$ cat src/rtl/netlist_bist_ctrl.sv
// ============================================================================
// netlist_bist_ctrl
// ----------------------------------------------------------------------------
// Built-in self-test sequencer for the single-output combinational benchmark
// netlists (34 inputs, 1 output). A 34-bit LFSR supplies pseudo-random input
// patterns. Each pattern is held for SETTLE+1 cycles. The netlist output is
// sampled in the last cycle of each pattern and folded into a CRC-16
// signature (poly 0x1021). At the end of the run the signature is compared
// against a golden value.
//
// Parameters:
//   IN_W    width of the netlist input vector (LFSR taps are fixed for 34)
//   CNT_W   width of the pattern counter and num_pat
//   SETTLE  cycles each pattern settles before the capture cycle (>= 1)
//
// Ports:
//   clk         rising-edge clock
//   rst_n       asynchronous active-low reset
//   start       run request, only looked at while idle
//   seed        LFSR seed, latched on an accepted start (0 is mapped to 1)
//   num_pat     number of patterns to apply, latched on an accepted start
//   golden_sig  expected signature, latched on an accepted start
//   dut_out     netlist output bit
//   dut_in      netlist input vector (zero whenever not busy)
//   busy        high while patterns are being applied
//   done        one-cycle completion pulse
//   pass        signature matched golden_sig; valid from done until next start
//   signature   running / final signature
//
// Optional feature (compile-time macro NETLIST_BIST_ABORT_EN):
//   abort       input, cancels a run that is in APPLY or CAPTURE
//   aborted     output, set by a cancelled run, cleared on the next start
// ============================================================================
module netlist_bist_ctrl #(
  parameter int IN_W   = 34,
  parameter int CNT_W  = 16,
  parameter int SETTLE = 2
) (
  input  logic             clk,
  input  logic             rst_n,
  input  logic             start,
  input  logic [IN_W-1:0]  seed,
  input  logic [CNT_W-1:0] num_pat,
  input  logic [15:0]      golden_sig,
  input  logic             dut_out,
  output logic [IN_W-1:0]  dut_in,
  output logic             busy,
  output logic             done,
  output logic             pass,
  output logic [15:0]      signature
`ifdef NETLIST_BIST_ABORT_EN
  ,
  input  logic             abort,
  output logic             aborted
`endif
);

  typedef enum logic [1:0] {
    IDLE,
    APPLY,
    CAPTURE,
    DONE
  } state_t;

  // The settle counter only has to reach SETTLE-1; keep it at least one bit.
  localparam int SET_W = (SETTLE > 1) ? $clog2(SETTLE) : 1;
  localparam logic [SET_W-1:0] SETTLE_LAST = SET_W'(SETTLE - 1);
  localparam logic [SET_W-1:0] SETTLE_ONE  = SET_W'(1);
  localparam logic [15:0]      SIG_INIT    = 16'hFFFF;
  localparam logic [15:0]      CRC_POLY    = 16'h1021;
  localparam logic [IN_W-1:0]  SEED_GUARD  = IN_W'(1);

  state_t           state;
  state_t           state_next;
  logic [IN_W-1:0]  lfsr;
  logic [IN_W-1:0]  lfsr_next;
  logic             lfsr_fb;
  logic [15:0]      sig;
  logic [15:0]      sig_next;
  logic [CNT_W-1:0] pat_cnt;
  logic [CNT_W:0]   pat_cnt_inc;
  logic [CNT_W-1:0] num_pat_q;
  logic [15:0]      golden_q;
  logic [SET_W-1:0] settle_cnt;
  logic             settle_last;
  logic             last_pat;
  logic             pass_q;
  logic             abort_req;
  logic             abort_hit;
  logic             run_active;

`ifdef NETLIST_BIST_ABORT_EN
  assign abort_req = abort;
`else
  assign abort_req = 1'b0;
`endif

  // Pattern generator: taps 33, 26, 1, 0 give a maximal-length 34-bit
  // sequence, so any nonzero seed never reaches the all-zero lock-up state.
  assign lfsr_fb   = lfsr[33] ^ lfsr[26] ^ lfsr[1] ^ lfsr[0];
  assign lfsr_next = {lfsr[IN_W-2:0], lfsr_fb};

  // CRC-16 compression of the single sampled output bit.
  assign sig_next = {sig[14:0], 1'b0} ^ ((sig[15] ^ dut_out) ? CRC_POLY : 16'h0000);

  // The counter is widened by one bit for the compare so that a full-scale
  // num_pat can never be matched by a wrapped count.
  assign pat_cnt_inc = {1'b0, pat_cnt} + {{CNT_W{1'b0}}, 1'b1};
  assign last_pat    = (pat_cnt_inc == {1'b0, num_pat_q});
  assign settle_last = (settle_cnt == SETTLE_LAST);

  assign run_active = (state == APPLY) || (state == CAPTURE);
  assign abort_hit  = abort_req && run_active;

  // State register of the sequencer.
  always_ff @(posedge clk or negedge rst_n) begin
    if (!rst_n) begin
      state <= IDLE;
    end else begin
      state <= state_next;
    end
  end

  // Next-state and output decode. The netlist only ever sees the LFSR while a
  // pattern is being applied or captured; otherwise it is held at zero.
  always_comb begin
    state_next = state;
    dut_in     = '0;
    busy       = 1'b0;
    done       = 1'b0;
    case (state)
      IDLE: begin
        if (start) begin
          state_next = (num_pat == '0) ? DONE : APPLY;
        end
      end
      APPLY: begin
        dut_in = lfsr;
        busy   = 1'b1;
        if (abort_req) begin
          state_next = IDLE;
        end else if (settle_last) begin
          state_next = CAPTURE;
        end
      end
      CAPTURE: begin
        dut_in = lfsr;
        busy   = 1'b1;
        if (abort_req) begin
          state_next = IDLE;
        end else if (last_pat) begin
          state_next = DONE;
        end else begin
          state_next = APPLY;
        end
      end
      DONE: begin
        done       = 1'b1;
        state_next = IDLE;
      end
      default: begin
        state_next = IDLE;
      end
    endcase
  end

  // Run datapath: latches the run parameters on an accepted start, counts
  // settle cycles, and on each capture folds dut_out into the signature and
  // steps the LFSR. pass is resolved on the edge that enters DONE so it is
  // already valid while done is high, and then holds until the next start.
  always_ff @(posedge clk or negedge rst_n) begin
    if (!rst_n) begin
      lfsr       <= '0;
      sig        <= SIG_INIT;
      pat_cnt    <= '0;
      num_pat_q  <= '0;
      golden_q   <= '0;
      settle_cnt <= '0;
      pass_q     <= 1'b0;
    end else begin
      case (state)
        IDLE: begin
          if (start) begin
            lfsr       <= (seed == '0) ? SEED_GUARD : seed;
            sig        <= SIG_INIT;
            pat_cnt    <= '0;
            num_pat_q  <= num_pat;
            golden_q   <= golden_sig;
            settle_cnt <= '0;
            pass_q     <= (num_pat == '0) && (golden_sig == SIG_INIT);
          end
        end
        APPLY: begin
          if (abort_req) begin
            pass_q     <= 1'b0;
            settle_cnt <= '0;
          end else if (settle_last) begin
            settle_cnt <= '0;
          end else begin
            settle_cnt <= settle_cnt + SETTLE_ONE;
          end
        end
        CAPTURE: begin
          settle_cnt <= '0;
          if (abort_req) begin
            pass_q <= 1'b0;
          end else begin
            sig     <= sig_next;
            lfsr    <= lfsr_next;
            pat_cnt <= pat_cnt_inc[CNT_W-1:0];
            if (last_pat) begin
              pass_q <= (sig_next == golden_q);
            end
          end
        end
        default: begin
        end
      endcase
    end
  end

`ifdef NETLIST_BIST_ABORT_EN
  // Sticky abort flag: set by a cancelled run, cleared when a new run starts.
  always_ff @(posedge clk or negedge rst_n) begin
    if (!rst_n) begin
      aborted <= 1'b0;
    end else if ((state == IDLE) && start) begin
      aborted <= 1'b0;
    end else if (abort_hit) begin
      aborted <= 1'b1;
    end
  end
`endif

  assign signature = sig;
  assign pass      = pass_q;

endmodule

$ cat config.mk
export PLATFORM = sky130hd
export DESIGN_NAME = netlist_bist_ctrl
export DESIGN_NICKNAME = d
export VERILOG_FILES = /design/src/rtl/netlist_bist_ctrl.sv
export SDC_FILE = /design/constraint.sdc
export NUM_CORES = 1
export LEC_CHECK = 0
export ABC_AREA = 1
export CORE_MARGIN = 5
export CORE_UTILIZATION = 55
export CTS_CLUSTER_DIAMETER = 60
export DETAILED_ROUTE_END_ITERATION = 16
export MAX_ROUTING_LAYER = met4
export PLACE_DENSITY_LB_ADDON = 0.08
export SYNTH_ARGS = -nofsm -noshare
export SYNTH_HDL_FRONTEND = slang
export SYNTH_SLANG_ARGS = --single-unit
$ cat constraint.sdc
create_clock -name clk -period 3.3 [get_ports clk]
set_clock_uncertainty 0.1 [all_clocks]
set_input_delay 0.66 -clock clk [delete_from_list [all_inputs] [get_ports clk]]
set_output_delay 0.66 -clock clk [all_outputs]
set_load 0.01 [all_outputs]
Yosys cells after proc, flatten, opt, wreduce, memory -nomap -nowiden
Cells that the tools add are included.
Word-level totals
  output and inout bits: 53
  logic and storage cells: 58
  register bits after elaboration: 102
Cells by class
  equality and inequality tests: 9
  add/sub/neg operators: 2
  bitwise logic cells: 5
  reduce and logical (&&, ||, !) cells: 12
  multiplexer cells: 22
Operators by type and width (number)
  two-way mux 34 bit: 3
  case mux 34 bit (2 select lines): 1
  case mux 16 bit (2 select lines): 2
  logical NOT 34 bit: 1
  two-way mux 16 bit: 2
  adder 16 x 1 -> 17 bit, second input constant: 1
  equality test 17 x 16 -> 1 bit: 1
  equality test 16 bit: 1
  equality test 16 bit, second input constant: 1
  logical NOT 16 bit: 1
  bitwise XOR 16 x 13 -> 16 bit: 1
  two-way mux 13 bit: 1
  two-way mux 2 bit: 4
  case mux 2 bit (4 select lines): 1
  AND reduction 2 bit: 4
  two-way mux 1 bit: 6
  inequality test 2 bit, second input constant: 3
  equality test 2 bit, second input constant: 2
  bitwise XOR 1 bit: 4
  case mux 1 bit (3 select lines): 1
  AND reduction 3 bit: 1
  nonzero test 3 bit: 1
  equality test 2 x 1 -> 1 bit, second input constant: 1
  logical NOT 2 bit: 1
  other kinds (5): 5

Longest topological paths before layout
Gate-level depths: netlist (run 1).
  depth after elaboration: 6
  mapped depth: 16
  gate-level depth less buffers: 16

Worst setup path after synthesis (run 1)
Ideal clock, no wire load.
  path type: flip-flop to output port
  start point: reg state[0]
  end point: out dut_in[10]
  path buffers: 2
  arrival time: 1.431 ns
  stages on the path, launching flop included: 7
  path slack: 1.109 ns
  data required time: 2.540 ns
  cells stage by stage: dfrtp_1 inv_1 ha_1 clkbuf_1 clkbuf_1 nand2_1 inv_1
On the way
  cells in the longest elaborated chain, start to end: 3
RTL lines
  from (decl): RTL line 73  | state_t state;
  from (signal assigned): RTL line 120  | state <= state_next;
  equality test 2 x 1 -> 1 bit or equality test 2 bit (tied branches): RTL line 131  | case (state)
  OR reduction 2 bit (no source line) (*)
  two-way mux 34 bit (*): RTL line 131
  to (decl): RTL line 46  | output logic [IN_W-1:0] dut_in,
Mark *: on every way between the ends. The rest lies on a longest branch, timed or not.

Worst setup path after layout (run 1)
  start point: reg state[0]
  end point: out dut_in[1]
Same word-level chain as after synthesis.

==> impl_metrics.csv, run 1 <==
group,metric,value,unit
clock_tree,numCtsBuffers,9,
power,p_leak,3.538,nW
clock_tree,cts_sinks,102,
synthesis,yosys_warnings,0,
worst_setup_path,cp.required,2540,ps
worst_setup_path,slowest_stage,"clkdlybuf4s50_1",
synthesis,synth_fp_nets,819,
worst_setup_path,crit_arrival,2240,ps
sta,max_freq,333.1,MHz
clock_tree,clock_latency,390,ps
die,start_util,55.85,%
sta,drv_slew,0,
sta,rsz0062_at_grt,"false",
drt,drt_iter0_markers,422,
die,rows,37,
synthesis,netlist_instances,744,
global_routing,grt_max_degree,56,
synthesis,async_reset_ff_share,100.0,%
synthesis,synth_edf_count,0,
sta,fin_tns_setup,0,ps
clock_tree,root_buffer,"clkbuf_8",
synthesis,synth-seq-area-share,45.23,%
clock_tree,postCtsHoldBufs,0,
place,dp_hpwl,10.62,mm
global_routing,grt_pass1_vias,5289,
clock_tree,postCtsSetupRepairBufs,0,
sta,post-route-min-period,3002,ps
worst_setup_path,crit_family,"buffers and inverters",
die,core-area,0.01018,mm²
place,routabilityCongestion,0.8782,
final_layout,final_common_cell,"nand2_1",
worst_setup_path,crit_path_cell_trace,"inv_1 -> ha_1 -> buf_4 -> nand2_1 -> inv_1 -> clkdlybuf4s50_1",
final_layout,final_util,70.85,%
global_routing,grt_pass1_wl,25.09,mm
sta,worst_pin_slew,644.1,ps
drt,drt.antenna.violating_nets,0,
final_layout,layout_common_cells,"nand2_1, clkdlybuf4s50_1, inv_1",
clock_tree,ctsResizeCount,0,
synthesis,synth_cell_types,36,
sta,post-route-period-util,90.98,%
clock_tree,cts_max_level,3,
clock_tree,clkTransAtPathRegs,90,ps
drt,viasPerCell,5.369,
sta,hold_viol,0,
drt,firstDrtPassIters,5,
final_layout,syn_to_final_growth,26.86,%
worst_setup_path,end_kind,"output port",
final_layout,diodes,0,
global_routing,grt.total_usage,25.21,%
synthesis,syn_area,0.005688,mm²
worst_hold_path,hold_class,"input port to async pin",
worst_setup_path,cp.depth,6,
worst_setup_path,reg2reg_depth,8,
drt,vias,5342,
power,p_per_area,819.4,mW/mm²
sta,relSlewSlack,57.06,%
run_status,outcome,"finished, final reports clean",
clock_tree,clockBufferDepth,2,
final_layout,design_area,0.007216,mm²
synthesis,synth-seq-cells,102,
drt,postRouteWirelength,14.74,mm
synthesis,ys.flop_type,"dfrtp_1",
drt,post_drt_wl_per_cell,14.81,µm
die,die-area,0.01248,mm²
die,fp.dieW,111.7,µm
final_layout,drive_gt1_share,8.498,%
die,die_height,111.7,µm
place,port_buffers,122,
sta,setup_viol,0,
worst_setup_path,crit_type,"register to output port",
power,peakVddDrop,0.5537,mV
final_layout,nets,929,
power,power,5.913,mW
final_layout,fill_cells,850,
worst_setup_path,crit_buf_inv,4,
sta,holdWs,180.8,ps
die,ios,123,
drt,drc,0,
clock_tree,tritoncts,"yes",
global_routing,gr-total-overflow,0,
job,drv_cap,0,
worst_setup_path,crit_top_cell,"inv_1",
global_routing,antenna_found_initial,0,
worst_setup_path,path_max_fanout,36,
synthesis,avgSynthCellArea,7.645,µm²
worst_setup_path,max_stage_delay,540,ps
worst_setup_path,cp-start-kind,"register",
place,placed_cell_area,0.007029,mm²
-- synthesized netlist by cell type (2+ instances only) --
| cell type | instances | area, µm² |
|---|---|---|
| inv_2 | 4 | 15.01 |
| nor2_2 | 4 | 25.02 |
| dfstp_2 | 16 | 420.4 |
| xnor3_1 | 2 | 45.04 |
| mux2_2 | 3 | 33.78 |
| nor2_1 | 63 | 236.5 |
| dfrtp_1 | 86 | 2152 |
| o22ai_1 | 7 | 43.79 |
| a22oi_1 | 18 | 135.1 |
| nor2_4 | 6 | 67.56 |
| buf_2 | 6 | 30.03 |
| nand2_2 | 7 | 43.79 |
| o21ai_0 | 35 | 175.2 |
| o21ai_1 | 2 | 10.01 |
| ha_1 | 5 | 62.56 |
| nand3b_1 | 4 | 30.03 |
| inv_1 | 108 | 405.4 |
| clkbuf_1 | 24 | 90.09 |
| nand3_2 | 3 | 30.03 |
| xor2_1 | 12 | 105.1 |
| nand4_1 | 21 | 131.4 |
| a21oi_1 | 62 | 310.3 |
| a31oi_1 | 2 | 12.51 |
| nand2_1 | 180 | 675.7 |
| nor4_1 | 11 | 68.82 |
| nand3_1 | 36 | 180.2 |
| a22o_1 | 3 | 26.28 |
| xnor2_1 | 6 | 52.55 |
-- where the power goes --
part           leakage (nW)  switching [mW]  internal, mW
clock network        0.0954           0.434         0.334
logic                  2.23            1.69          1.36
registers              1.21           0.365          1.73
total                  3.54            2.49          3.43
-- final timing paths --
kind	from	endpoint	slack, ps
hold reg to reg	golden_q[6]	golden_q[6]	410
hold / removal	rst_n	num_pat_q[0]	180
max in group asynchronous	rst_n	signature[15]	2170
setup reg to reg	state[0]	lfsr[15]	1000
min in group clk	golden_q[6]	golden_q[6]	410
setup / recovery	state[0]	dut_in[1]	300
-- cell families after synthesis --
logic type	count (synthesis)	synth area share, %
buf+inv	144	9.833
xor+xnor	21	3.850
simple gates	338	26.57
mux	3	0.5939
flops	102	45.23
compound gates	131	12.82
fa+ha+maj	5	1.100
-- cell type report --
type | instances | area [µm²] | area share [%]
clock buffers | 13 | 168.9 | 2.341
clock inverters | 3 | 17.52 | 0.2428
inverters | 112 | 420.4 | 5.826
multi-input cells | 498 | 2567 | 35.58
flip-flops and latches | 102 | 2572 | 35.65
well taps | 136 | 170.2 | 2.358
repair buffers | 131 | 1299 | 18.00
-- flip-flops by register name, summed over array words and instances (netlist names) --
| signal | count |
|---|---|
| pass | 1 |
| signature | 16 |
| lfsr | 34 |
| golden_q | 16 |
| pat_cnt | 16 |
| num_pat_q | 16 |
| settle_cnt | 1 |
| state | 2 |
-- layer usage --
layer,up-vias,global-route usage [%],share of wire (%)
met5,-,-,0
met4,0,8.840,1.9
met3,30,5.435,6.8
met2,220,38.93,47
met1,2481,33.05,44
li1,2611,-,-
-- metrics by stage --
stage,instances,worst slack [ps]
global route,995,121.7
floorplan,744,1109
global placement,979,748.7
CTS,995,290.0
finish,995,297.6
detailed placement,979,697.0
(Power assumes the default switching activity.)
==> inputs of run 2 (changes only) <==
- CAP_MARGIN: default -> 20
==> results of run 2 <==
Same layout as run 1: the final DEF is identical, and so are final timing and power.
